<file path="config.mk">
export PLATFORM = sky130hd
export DESIGN_NAME = rs_cdb_snoop
export DESIGN_NICKNAME = d
export VERILOG_FILES = /design/src/rtl/rs_cdb_snoop.sv
export SDC_FILE = /design/constraint.sdc
export NUM_CORES = 1
export LEC_CHECK = 0
export BUFFER_PORTS_ARGS = -buffer_cell sky130_fd_sc_hd__buf_2
export CORE_UTILIZATION = 38
export CTS_CLUSTER_SIZE = 24
export DETAILED_ROUTE_END_ITERATION = 7
export GPL_ROUTABILITY_DRIVEN = 0
export PLACE_DENSITY = 0.61
export SKIP_CTS_REPAIR_TIMING = 1
export SLEW_MARGIN = 20
export SYNTH_ARGS = -nofsm -noshare
export SYNTH_HDL_FRONTEND = slang
export SYNTH_SLANG_ARGS = --single-unit
</file>
<file path="constraint.sdc">
create_clock -name CLK -period 13.8 [get_ports CLK]
set_input_delay 0.69 -clock CLK [delete_from_list [all_inputs] [get_ports CLK]]
set_output_delay 0.69 -clock CLK [all_outputs]
set_load 0.01 [all_outputs]
</file>
<file path="src/rtl/rs_cdb_snoop.sv">
// Reservation station for one functional unit. It snoops the common data bus for
// waiting operands and dispatches operand-complete entries, lowest index first.
module rs_cdb_snoop #(
  parameter int DEPTH = 4,
  parameter int TAG_W = 4,
  parameter int OP_W  = 4
) (
  input  logic                    CLK,
  input  logic                    RST,
  input  logic                    ISSUE_VALID,
  output logic                    ISSUE_READY,
  input  logic [OP_W-1:0]         ISSUE_OP,
  input  logic [TAG_W-1:0]        ISSUE_DEST_TAG,
  input  logic [TAG_W-1:0]        ISSUE_Q1,
  input  logic [31:0]             ISSUE_V1,
  input  logic [TAG_W-1:0]        ISSUE_Q2,
  input  logic [31:0]             ISSUE_V2,
  input  logic [TAG_W-1:0]        CDB_TAG,
  input  logic [31:0]             CDB_DATA,
  output logic                    DISP_VALID,
  input  logic                    DISP_READY,
  output logic [OP_W-1:0]         DISP_OP,
  output logic [31:0]             DISP_A,
  output logic [31:0]             DISP_B,
  output logic [TAG_W-1:0]        DISP_TAG,
  output logic [$clog2(DEPTH):0]  COUNT
);

  localparam int IDX_W = $clog2(DEPTH);
  localparam int CNT_W = IDX_W + 1;

  logic [DEPTH-1:0] busy_r;
  logic [OP_W-1:0]  op_r   [DEPTH];
  logic [TAG_W-1:0] dest_r [DEPTH];
  logic [TAG_W-1:0] q1_r   [DEPTH];
  logic [31:0]      v1_r   [DEPTH];
  logic [TAG_W-1:0] q2_r   [DEPTH];
  logic [31:0]      v2_r   [DEPTH];
  logic [CNT_W-1:0] count_r;

  logic [DEPTH-1:0] ready_s;
  logic [IDX_W-1:0] free_idx_s;
  logic [IDX_W-1:0] sel_idx_s;
  logic             any_ready_s;
  logic             issue_fire_s;
  logic             disp_fire_s;
  logic             cdb_hit_s;

  assign cdb_hit_s    = (CDB_TAG != {TAG_W{1'b0}});
  assign ISSUE_READY  = (count_r < CNT_W'(DEPTH));
  assign issue_fire_s = ISSUE_VALID && ISSUE_READY;
  assign disp_fire_s  = any_ready_s && DISP_READY;
  assign COUNT        = count_r;

  // Priority scan: descending loop leaves the lowest free and lowest ready index
  always_comb begin
    ready_s     = {DEPTH{1'b0}};
    free_idx_s  = {IDX_W{1'b0}};
    sel_idx_s   = {IDX_W{1'b0}};
    any_ready_s = 1'b0;
    for (int i = DEPTH - 1; i >= 0; i--) begin
      ready_s[i] = busy_r[i] && (q1_r[i] == {TAG_W{1'b0}}) && (q2_r[i] == {TAG_W{1'b0}});
      if (!busy_r[i]) begin
        free_idx_s = IDX_W'(i);
      end else begin
        free_idx_s = free_idx_s;
      end
      if (ready_s[i]) begin
        sel_idx_s   = IDX_W'(i);
        any_ready_s = 1'b1;
      end else begin
        sel_idx_s   = sel_idx_s;
        any_ready_s = any_ready_s;
      end
    end
  end

  // Dispatch port driven straight from the selected entry, zero when idle
  always_comb begin
    DISP_VALID = any_ready_s;
    DISP_OP    = {OP_W{1'b0}};
    DISP_A     = 32'h0000_0000;
    DISP_B     = 32'h0000_0000;
    DISP_TAG   = {TAG_W{1'b0}};
    if (any_ready_s) begin
      DISP_OP  = op_r[sel_idx_s];
      DISP_A   = v1_r[sel_idx_s];
      DISP_B   = v2_r[sel_idx_s];
      DISP_TAG = dest_r[sel_idx_s];
    end else begin
      DISP_OP  = {OP_W{1'b0}};
    end
  end

  // Entry storage: issue write with same-cycle forwarding, CDB capture, dispatch release
  always_ff @(posedge CLK or posedge RST) begin
    if (RST) begin
      busy_r <= {DEPTH{1'b0}};
      for (int i = 0; i < DEPTH; i++) begin
        op_r[i]   <= {OP_W{1'b0}};
        dest_r[i] <= {TAG_W{1'b0}};
        q1_r[i]   <= {TAG_W{1'b0}};
        v1_r[i]   <= 32'h0000_0000;
        q2_r[i]   <= {TAG_W{1'b0}};
        v2_r[i]   <= 32'h0000_0000;
      end
    end else begin
      for (int i = 0; i < DEPTH; i++) begin
        if (issue_fire_s && (free_idx_s == IDX_W'(i))) begin
          busy_r[i] <= 1'b1;
          op_r[i]   <= ISSUE_OP;
          dest_r[i] <= ISSUE_DEST_TAG;
          if (cdb_hit_s && (CDB_TAG == ISSUE_Q1)) begin
            q1_r[i] <= {TAG_W{1'b0}};
            v1_r[i] <= CDB_DATA;
          end else begin
            q1_r[i] <= ISSUE_Q1;
            v1_r[i] <= ISSUE_V1;
          end
          if (cdb_hit_s && (CDB_TAG == ISSUE_Q2)) begin
            q2_r[i] <= {TAG_W{1'b0}};
            v2_r[i] <= CDB_DATA;
          end else begin
            q2_r[i] <= ISSUE_Q2;
            v2_r[i] <= ISSUE_V2;
          end
        end else begin
          if (disp_fire_s && (sel_idx_s == IDX_W'(i))) begin
            busy_r[i] <= 1'b0;
          end
          // A dispatching entry has q1 = q2 = 0, so it can never match here
          if (busy_r[i] && cdb_hit_s && (q1_r[i] == CDB_TAG)) begin
            q1_r[i] <= {TAG_W{1'b0}};
            v1_r[i] <= CDB_DATA;
          end
          if (busy_r[i] && cdb_hit_s && (q2_r[i] == CDB_TAG)) begin
            q2_r[i] <= {TAG_W{1'b0}};
            v2_r[i] <= CDB_DATA;
          end
        end
      end
    end
  end

  // Occupancy counter; issue is gated by ISSUE_READY so it stops exactly at DEPTH
  always_ff @(posedge CLK or posedge RST) begin
    if (RST) begin
      count_r <= {CNT_W{1'b0}};
    end else begin
      case ({issue_fire_s, disp_fire_s})
        2'b10:   count_r <= count_r + CNT_W'(1);
        2'b01:   count_r <= count_r - CNT_W'(1);
        default: count_r <= count_r;
      endcase
    end
  end

endmodule

</file>
==> results of run 1 <==
logic make-up after synthesis:
family	after synthesis	share of synthesized area, %
buf+inv	255	6.23
compound gates	678	28.2
mux	16	0.999
fa+ha+maj	2	0.185
simple gates	542	15.6
flops	327	46.6
xor+xnor	43	2.15
area by class of cell:
class,instances,area (sq um)
Clock buffer,63,1220
Tap cell,600,751
Clock inverter,6,60.1
Fill cell,4438,25200
Sequential cell,327,8180
Multi-Input combinational cell,1281,8520
Inverter,70,270
Antenna cell,4,10.0
Timing Repair Buffer,236,1290
power by group:
part	switching [W]	internal, W	total (W)
clock network	0.000418	0.000621	0.00104
logic	0.00158	0.00106	0.00264
registers	0.000311	0.00143	0.00174
cell usage after synthesis (4+ instances only):
cell type	instances	area share, %
buf_2	60	1.7
inv_1	70	1.5
dfrtp_1	327	47
nand3_1	114	3.3
or3_1	70	2.5
o32ai_1	64	3.2
o21a_1	72	3.1
nand3b_1	10	0.43
and3_1	65	2.3
nor2_1	57	1.2
buf_6	7	0.45
nand2_1	175	3.7
nor4b_1	10	0.50
o21ai_0	6	0.17
mux2_2	12	0.77
o221a_2	64	4.1
o211ai_1	27	1.2
o21ai_1	7	0.20
xnor2_1	30	1.5
nor3_1	7	0.20
a221o_1	64	3.7
mux2i_1	4	0.23
nand2b_1	6	0.21
a21oi_1	235	6.7
clkbuf_1	113	2.4
nor4_1	6	0.21
o2bb2ai_1	33	1.6
o22ai_1	68	2.4
nand4_1	6	0.21
xor2_1	13	0.65
a22o_1	32	1.6
worst max-delay path, stage by stage, from the launching register on:
cell and delay, ns:
dfrtp_1 0.40, or4_4 0.58, nor4_4 0.21, buf_4 0.47, buf_4 0.67, or3_1 0.53
buf_4 0.48, o211ai_1 0.14, o21a_1 0.21, buf_2 0.14
per-layer routing:
layer	GRT usage, %	vias up	wire [microns]
met5	0	-	21
met4	12.0	4	2480
met3	7.11	191	8000
met2	46.0	1121	32400
met1	39.9	8472	28200
li1	-	7182	-
cells in the final DEF (no fill, tap or decap), drive strengths merged, types with 13 or more instances in the layout:
master,instances
clkbuf,63
nand2,175
o21a,72
a22o,32
or3,70
o21ai,13
buf,236
a221o,64
dfrtp,327
and3,65
o22ai,68
inv,70
xnor2,30
a21oi,235
nor2,57
xor2,13
o211ai,27
o221a,64
o2bb2ai,33
o32ai,64
nand3,114
sequential cells by signal (all words and copies together), names as in the netlist:
register,cells
v2_r,128
dest_r,16
COUNT,3
busy_r,4
q1_r,16
q2_r,16
op_r,16
v1_r,128
final timing paths:
| check | cells after the start | start | slack, ns | end |
|---|---|---|---|---|
| worst min-delay path | 2 | RST | 0.33 | v2_r[47] |
| worst max-delay path | 9 | q1_r[8] | 8.71 | DISP_B[23] |
| worst min register to register | 2 | dest_r[4] | 0.47 | dest_r[4] |
| min in group CLK | 3 | ISSUE_DEST_TAG[0] | 0.41 | dest_r[0] |
| worst max register to register | 12 | q1_r[0] | 9.17 | COUNT[2] |
| max in group asynchronous | 3 | RST | 11.93 | v2_r[85] |
stage by stage:
| step | utilization, % | setup slack, ns | total power, W | instance area [sq um] |
|---|---|---|---|---|
| after floorplan | - | 4.06 | 0.00347 | 17500 |
| after global placement | 41.8 | 9.34 | 0.00427 | 19000 |
| after detailed placement | 41.8 | 9.27 | 0.00434 | 19000 |
| after CTS | 44.6 | 8.77 | 0.00538 | 20300 |
| after global routing | 44.6 | 8.62 | 0.00570 | 20300 |
| final | 44.6 | 8.71 | 0.00542 | 20300 |
==> flow_summary.json, run 1 <==
{
  "dp.cells": 2514,
  "drc": 0,
  "period_minus_slack_ns": 5.09,
  "hp-class": "in -> async",
  "synthesis.area_sq_mm": 0.0175,
  "wl_mm": 71.0,
  "ys_warn_count": 0,
  "grt_pass1_vias": 16655,
  "path_clk_slew_ns": 0.06,
  "track_usage_pct": 29.7,
  "vias": 16970,
  "grt_pass1_wl_mm": 106,
  "syn_nets": 1985,
  "dieWidth_microns": 217,
  "grt_max_degree": 142,
  "area.growth.synth_to_final_pct": 15.7,
  "drt_iter0_drc": 2312,
  "setup_viol": 0,
  "async_reset_ff_share_pct": 100,
  "crit_fanout": 50,
  "cts_tree": "yes",
  "period_share_pct": 36.9,
  "grt-ovfl-total": 0,
  "max_freq_ghz": 0.196,
  "die-area_sq_mm": 0.0470,
  "synth-seq-cells": 327,
  "portBuffers": 196,
  "worst_setup_path_start_kind": "register",
  "critPathRequiredTime_ns": 13.11,
  "avgSynthCellArea_sq_um": 9.42,
  "initial_core_util_pct": 38.6,
  "maxSlewViolCount": 0,
  "antenna_found_initial": 7,
  "holdWs_ns": 0.331,
  "cts.path.max_buffers": 3,
  "syn_inst": 1863,
  "first_pass_iters": 6,
  "rows": 78,
  "power_density_mw_per_mm2": 267,
  "max-cap-violations": 0,
  "ir_worst_vdd_v": 0.000197,
  "final-instance-count-excl-fill": 2587,
  "endpoint_kind": "output port",
  "worst_slew_pin_slew_ns": 1.14,
  "htree_levels": 2,
  "final_layout_size_suffix_gt1_share_pct": 20.4,
  "wire_per_inst_microns": 27.5,
  "crit_arrival_ns": 4.40,
  "clock_latency_ns": 0.53,
  "skew_ns": 0.00932,
  "status": "finished, final reports clean",
  "io_pins": 197,
  "ant_nets": 0,
  "rsz0062_at_grt": "false",
  "seq_area_frac_synth_pct": 46.6,
  "hold_viol": 0,
  "hpwl_mm": 40.2,
  "relSlewSlack_pct": 23.9,
  "timing.setup.tns_ns": 0,
  "die_h_microns": 217,
  "nNetsFinal": 2077,
  "ys.flop_type": "dfrtp_1",
  "path_class": "reg -> out",
  "synth_cell_type_count": 48,
  "viasPerCell": 6.56,
  "synth_edf_count": 0,
  "cts_buffers": 39,
  "leakagePower_nw": 8.49,
  "clockRootBuffer": "clkbuf_16",
  "clock-sinks": 327,
  "core_sq_mm": 0.0455
}
Note: power is estimated with default switching activity, not from simulation.
==> run 2: changes to the inputs <==
--- a/config.mk
+++ b/config.mk
@@ -5,12 +5,13 @@
 export SDC_FILE = /design/constraint.sdc
 export NUM_CORES = 1
 export LEC_CHECK = 0
+export ABC_AREA = 1
 export BUFFER_PORTS_ARGS = -buffer_cell sky130_fd_sc_hd__buf_2
 export CORE_UTILIZATION = 38
 export CTS_CLUSTER_SIZE = 24
 export DETAILED_ROUTE_END_ITERATION = 7
 export GPL_ROUTABILITY_DRIVEN = 0
-export PLACE_DENSITY = 0.61
+export PLACE_DENSITY = 0.62
 export SKIP_CTS_REPAIR_TIMING = 1
 export SLEW_MARGIN = 20
 export SYNTH_ARGS = -nofsm -noshare
==> constraint.sdc (replaced) <==
create_clock -name CLK -period 4.25 [get_ports CLK]
set_input_delay 0.2125 -clock CLK [delete_from_list [all_inputs] [get_ports CLK]]
set_output_delay 0.2125 -clock CLK [all_outputs]
set_load 0.01 [all_outputs]
==> flow_summary.json, run 2 <==
{
  "synth_top_area_share_pct": 39.2,
  "syn_inst": 3225,
  "cts.path.max_buffers": 3,
  "violations": "negative hold slack",
  "synth_edf_count": 0,
  "period_minus_slack_ns": 3.86,
  "async_reset_ff_share_pct": 100,
  "layout_commonest_cell": "nand2_1",
  "critPathMostFrequentCell": "nor2_1",
  "synth_most_common_cell": "nand2_1",
  "track_usage_pct": 29.1,
  "fillers": 5820,
  "ys_top_cells_by_count": "nand2_1, nand3_1, inv_1",
  "ys.flop_type": "dfrtp_1",
  "synth_top_area_cell": "dfrtp_1",
  "endpoint_kind": "output port",
  "crit_chain": "nor2_1 > nand3_1 > nor2_1 > inv_2 > nand2_1 > nand2_2 > buf_4 > nor2_1 > nor2_1 > nor2_1 > buf_2",
  "worst_slew_pin_slew_ns": 1.16,
  "mostFrequentLayoutCells": "nand2_1, nand3_1, inv_1",
  "max-cap-violations": 0,
  "grt_max_degree": 147,
  "clock-sinks": 327,
  "setup_viol": 0,
  "pre_cts_slack_ns": 1.02,
  "cp_num_buf_inv": 3,
  "skew_ns": 0.0166,
  "critPathRequiredTime_ns": 4.04,
  "grt_pass1_vias": 20482,
  "nNetsFinal": 3448,
  "die-area_sq_mm": 0.0559,
  "wl_mm": 82.5,
  "slowest_delay_ns": 0.54,
  "cts_buffers": 41,
  "path_clk_slew_ns": 0.06,
  "portBuffers": 196,
  "initial_core_util_pct": 38.7,
  "drt_iter0_drc": 2373,
  "path_class": "reg -> out",
  "synthesis.area_sq_mm": 0.0209,
  "crit_fanout": 26,
  "crit_arrival_ns": 3.65,
  "critPathSlowestCell": "nand2_2",
  "ir_worst_vdd_v": 0.000951,
  "hpwl_mm": 47.9,
  "synth-seq-cells": 327,
  "drc": 0,
  "leakagePower_nw": 13.3,
  "synth_cell_type_count": 27,
  "ys_warn_count": 0,
  "relSlewSlack_pct": 22.0,
  "timing.setup.tns_ns": 0,
  "rows": 85,
  "power_density_mw_per_mm2": 779,
  "top_regs": "v1_r: 128 flops, v2_r: 128 flops",
  "clockRootBuffer": "clkbuf_16",
  "avgSynthCellArea_sq_um": 6.48,
  "syn_nets": 3347,
  "holdWs_ns": -0.0221,
  "worst_setup_path_start_kind": "register",
  "die_h_microns": 236,
  "area.growth.synth_to_final_pct": 15.1,
  "final-instance-count-excl-fill": 4057,
  "rsz0062_at_grt": "false",
  "viasPerCell": 5.36,
  "hp-class": "in -> reg",
  "grt-ovfl-total": 0,
  "wire_per_inst_microns": 20.3,
  "layout_setup_ws_ns": 0.389,
  "status": "complete, but fails checks",
  "synthTopCellsByArea": "dfrtp_1, nand3_1, nand2_1, inv_1, o21ai_0",
  "core_sq_mm": 0.0540,
  "maxSlewViolCount": 0,
  "vias": 21735,
  "htree_levels": 2,
  "max_freq_ghz": 0.259,
  "dp.cells": 3969,
  "dieWidth_microns": 236,
  "final_layout_size_suffix_gt1_share_pct": 11.6,
  "seq_area_frac_synth_pct": 39.2,
  "io_pins": 197,
  "cp_top_family": "simple AND/OR/NAND/NOR gates",
  "ant_nets": 0,
  "first_pass_iters": 6,
  "clock_latency_ns": 0.58,
  "period_share_pct": 90.8,
  "antenna_found_initial": 3,
  "grt_pass1_wl_mm": 125,
  "cts_tree": "yes",
  "hold_viol": 20
}
-- run 2: worst paths after layout --
check / from / to / slack (ns) / cells after the start
setup reg to reg: q1_r[12] / COUNT[2] / 1.52 / 12
hold reg to reg: op_r[15] / op_r[15] / 0.48 / 2
hold / removal: ISSUE_DEST_TAG[0] / dest_r[4] / -0.02 / 3
max in group asynchronous: RST / v2_r[46] / 2.72 / 4
min in group asynchronous: RST / COUNT[2] / 0.35 / 3
setup / recovery: q1_r[12] / DISP_B[29] / 0.39 / 11
-- run 2: routing by layer --
layer / up-vias / GRT usage, % / share of wire [%]
li1: 10334 / - / -
met1: 10182 / 39.6 / 43
met2: 1041 / 45.9 / 45
met3: 176 / 5.22 / 8.7
met4: 2 / 11.5 / 3.4
met5: - / 0 / 0.012
-- run 2: stage by stage --
step	power [W]	utilization, %	cell area [sq um]
after floorplan	0.0114	-	20900
after global placement	0.0148	41.7	22500
after detailed placement	0.0149	41.7	22500
after CTS	0.0186	44.3	23900
after global routing	0.0201	44.5	24000
final	0.0187	44.5	24100
-- run 2: layout make-up --
class / instances / area, sq um / share of cell area, %
timing repair buffer: 259 / 1610 / 6.70
inverter: 559 / 2100 / 8.75
tap: 696 / 871 / 3.62
clock inverter: 18 / 180 / 0.749
clock buffer: 58 / 1220 / 5.08
sequential: 327 / 8180 / 34.0
antenna: 2 / 5.00 / 0.0208
multi-input combinational: 2138 / 9870 / 41.1
-- run 2: kinds of logic (layout without fill, tap and decap cells) --
family                     Yosys count  count (layout)  synth area share [%]
adders and majority gates            2               2                 0.156
and+or+nand+nor                   1842            1842                  38.9
xor gates and xnor gates            27              27                  1.13
buffers and inverters              760             894                  14.2
DFF                                327             327                  39.2
AOI/OAI and AO/OA                  267             267                  6.46
other                                0               2                     0
-- run 2: worst register-to-register path: cells and delay by family (launching register included) --
kind / cells / cell delay, ns
DFF: 1 / 0.41
buffers and inverters: 2 / 0.33
xor gates and xnor gates: 1 / 0.16
adders and majority gates: 2 / 0.52
AOI/OAI and AO/OA: 2 / 0.28
and+or+nand+nor: 5 / 0.90
-- run 2: report_power, final --
| group | leakage (nW) | switching (W) | internal [W] |
|---|---|---|---|
| clock network | 0.692 | 0.00149 | 0.00219 |
| registers | 4.10 | 0.000859 | 0.00457 |
| logic | 8.49 | 0.00670 | 0.00293 |
==> run 3: changes to the inputs <==
--- a/config.mk
+++ b/config.mk
@@ -7,11 +7,14 @@
 export LEC_CHECK = 0
 export ABC_AREA = 1
 export BUFFER_PORTS_ARGS = -buffer_cell sky130_fd_sc_hd__buf_2
+export CELL_PAD_IN_SITES_DETAIL_PLACEMENT = 0
+export CELL_PAD_IN_SITES_GLOBAL_PLACEMENT = 1
+export CORE_ASPECT_RATIO = 0.6
 export CORE_UTILIZATION = 38
 export CTS_CLUSTER_SIZE = 24
 export DETAILED_ROUTE_END_ITERATION = 7
 export GPL_ROUTABILITY_DRIVEN = 0
-export PLACE_DENSITY = 0.62
+export PLACE_DENSITY = 0.81
 export SKIP_CTS_REPAIR_TIMING = 1
 export SLEW_MARGIN = 20
 export SYNTH_ARGS = -nofsm -noshare
==> flow_summary.json, run 3 (same netlist as run 2, synthesis figures left out) <==
{
  "initial_core_util_pct": 38.5,
  "first_pass_iters": 8,
  "final_area_sq_mm": 0.0239,
  "vias": 21955,
  "rows": 66,
  "die_h_microns": 184,
  "power_w": 0.0185,
  "grt-ovfl-total": 0,
  "fin_util_pct": 44.0,
  "clock-sinks": 327,
  "area.growth.synth_to_final_pct": 14.2,
  "pre_cts_slack_ns": 1.32,
  "holdPathStages": 3,
  "worst_slew_pin_slew_ns": 1.12,
  "holdWs_ns": -0.0114,
  "die-area_sq_mm": 0.0559,
  "status": "complete, but fails checks",
  "seqCellArea_sq_mm": 0.00818,
  "fillers": 5800,
  "endpoint_kind": "output port",
  "max_freq_ghz": 0.280,
  "ir_worst_vdd_v": 0.000547,
  "ant_nets": 0,
  "skew_ns": 0.0135,
  "dieWidth_microns": 305,
  "r2r_end": "v2_r[63]",
  "layout_commonest_cell": "nand2_1",
  "drc": 0,
  "power_density_mw_per_mm2": 777,
  "io_pins": 197,
  "max-cap-violations": 0,
  "path_clk_slew_ns": 0.06,
  "wl_mm": 86.4,
  "core_sq_mm": 0.0543,
  "top_regs": "v1_r: 128 flops, v2_r: 128 flops",
  "reg2reg_slack_ns": 1.41,
  "htree_levels": 2,
  "reg2regPathDepth": 10,
  "period_share_pct": 84.1,
  "slowest_delay_ns": 0.72,
  "path_class": "reg -> out",
  "place_area_sq_mm": 0.0227,
  "final_layout_size_suffix_gt1_share_pct": 11.3,
  "hp-class": "in -> reg",
  "crit_chain": "nand2_1 > nor2_1 > nand3_1 > nor2_4 > buf_4 > nand3_1 > nand2_1 > inv_1 > nand3_1 > nand2_1 > inv_1 > buf_2",
  "clockRootBuffer": "clkbuf_16",
  "nNetsFinal": 3440,
  "r2r_start": "busy_r[0]",
  "hold_viol": 3,
  "rsz0062_at_grt": "false",
  "grt_max_degree": 147,
  "drt_iter0_drc": 2778,
  "min_to": "dest_r[5]",
  "critPathRequiredTime_ns": 4.04,
  "mostFrequentLayoutCells": "nand2_1, nand3_1, inv_1",
  "critPathSlowestCell": "nor2_4",
  "leakagePower_nw": 13.2,
  "grt_pass1_wl_mm": 131,
  "layout_setup_ws_ns": 0.677,
  "multiInputGateArea_sq_mm": 0.00988,
  "grt_pass1_vias": 20394,
  "cts_buffers": 36,
  "cts.path.max_buffers": 3,
  "worst_setup_path_start_kind": "register",
  "violations": "negative hold slack",
  "hpwl_mm": 50.2,
  "track_usage_pct": 30.6,
  "maxSlewViolCount": 0,
  "wire_per_inst_microns": 21.3,
  "period_minus_slack_ns": 3.57,
  "cts_tree": "yes",
  "crit_fanout": 23,
  "relSlewSlack_pct": 25.4,
  "setup_viol": 0,
  "portBuffers": 196,
  "min_from": "ISSUE_DEST_TAG[1]",
  "viasPerCell": 5.41,
  "clock_latency_ns": 0.54,
  "antenna_found_initial": 1,
  "crit_arrival_ns": 3.36
}
## run 3: changes by cell type in the layout (fill, tap and decap cells not counted), moves of 2 or more
cell | before | now
dlygate4sd3_1 | 10 | 1
clkinv_2 | 10 | 2
buf_12 | 9 | 15
clkbuf_16 | 43 | 37
clkbuf_1 | 6 | 10
clkinvlp_4 | 4 | 1
nand2_1 | 830 | 828
nand2_2 | 33 | 35
## run 3: layer usage
metal	vias to the layer above	global-route usage (%)	part of all wire, %
li1	10319	-	-
met4	0	7.80	2.2
met2	1160	47.3	43
met5	-	0	0
met1	10324	43.7	44
met3	152	5.98	10
## run 3: how the worst max path moves through the flow
stage / from / to / slack, ns / depth (start not counted)
after floorplan: RST / COUNT[0] / -0.33 / 1
after global placement: q1_r[1] / DISP_B[9] / 1.27 / 11
after detailed placement: q1_r[1] / DISP_B[9] / 1.32 / 11
after CTS: q1_r[1] / DISP_B[9] / 0.74 / 11
after global routing: busy_r[3] / DISP_B[9] / 0.56 / 12
final: busy_r[3] / DISP_B[9] / 0.68 / 12
## run 3: through the flow
step | std cells | hold WS (ns) | TNS, ns
finish | 4055 | -0.0114 | 0
floorplan | 3225 | 0.390 | -107.00
CTS | 4053 | -0.143 | 0
detailed placement | 3993 | 0.417 | 0
global placement | 3993 | 0.419 | 0
global route | 4054 | 0.00813 | 0
## run 3: layout make-up
cell class	count	area share (%)
Sequential cell	327	34.3
Inverter	559	8.82
Multi-Input combinational cell	2138	41.4
Clock buffer	55	4.50
Antenna cell	1	0.0105
Clock inverter	5	0.420
Timing Repair Buffer	256	6.80
Tap cell	714	3.74
## run 3: worst max-delay path: cells and delay by family (launching register included)
family,cells,cell delay (ns)
and+or+nand+nor,8,1.52
buffers and inverters,4,0.74
DFF,1,0.52
## run 3: power by group
part | internal [W] | switching [W] | total, W
Sequential | 0.00457 | 0.000900 | 0.00547
Combinational | 0.00296 | 0.00683 | 0.00979
Clock | 0.00191 | 0.00137 | 0.00328
Total | 0.00944 | 0.00910 | 0.0185
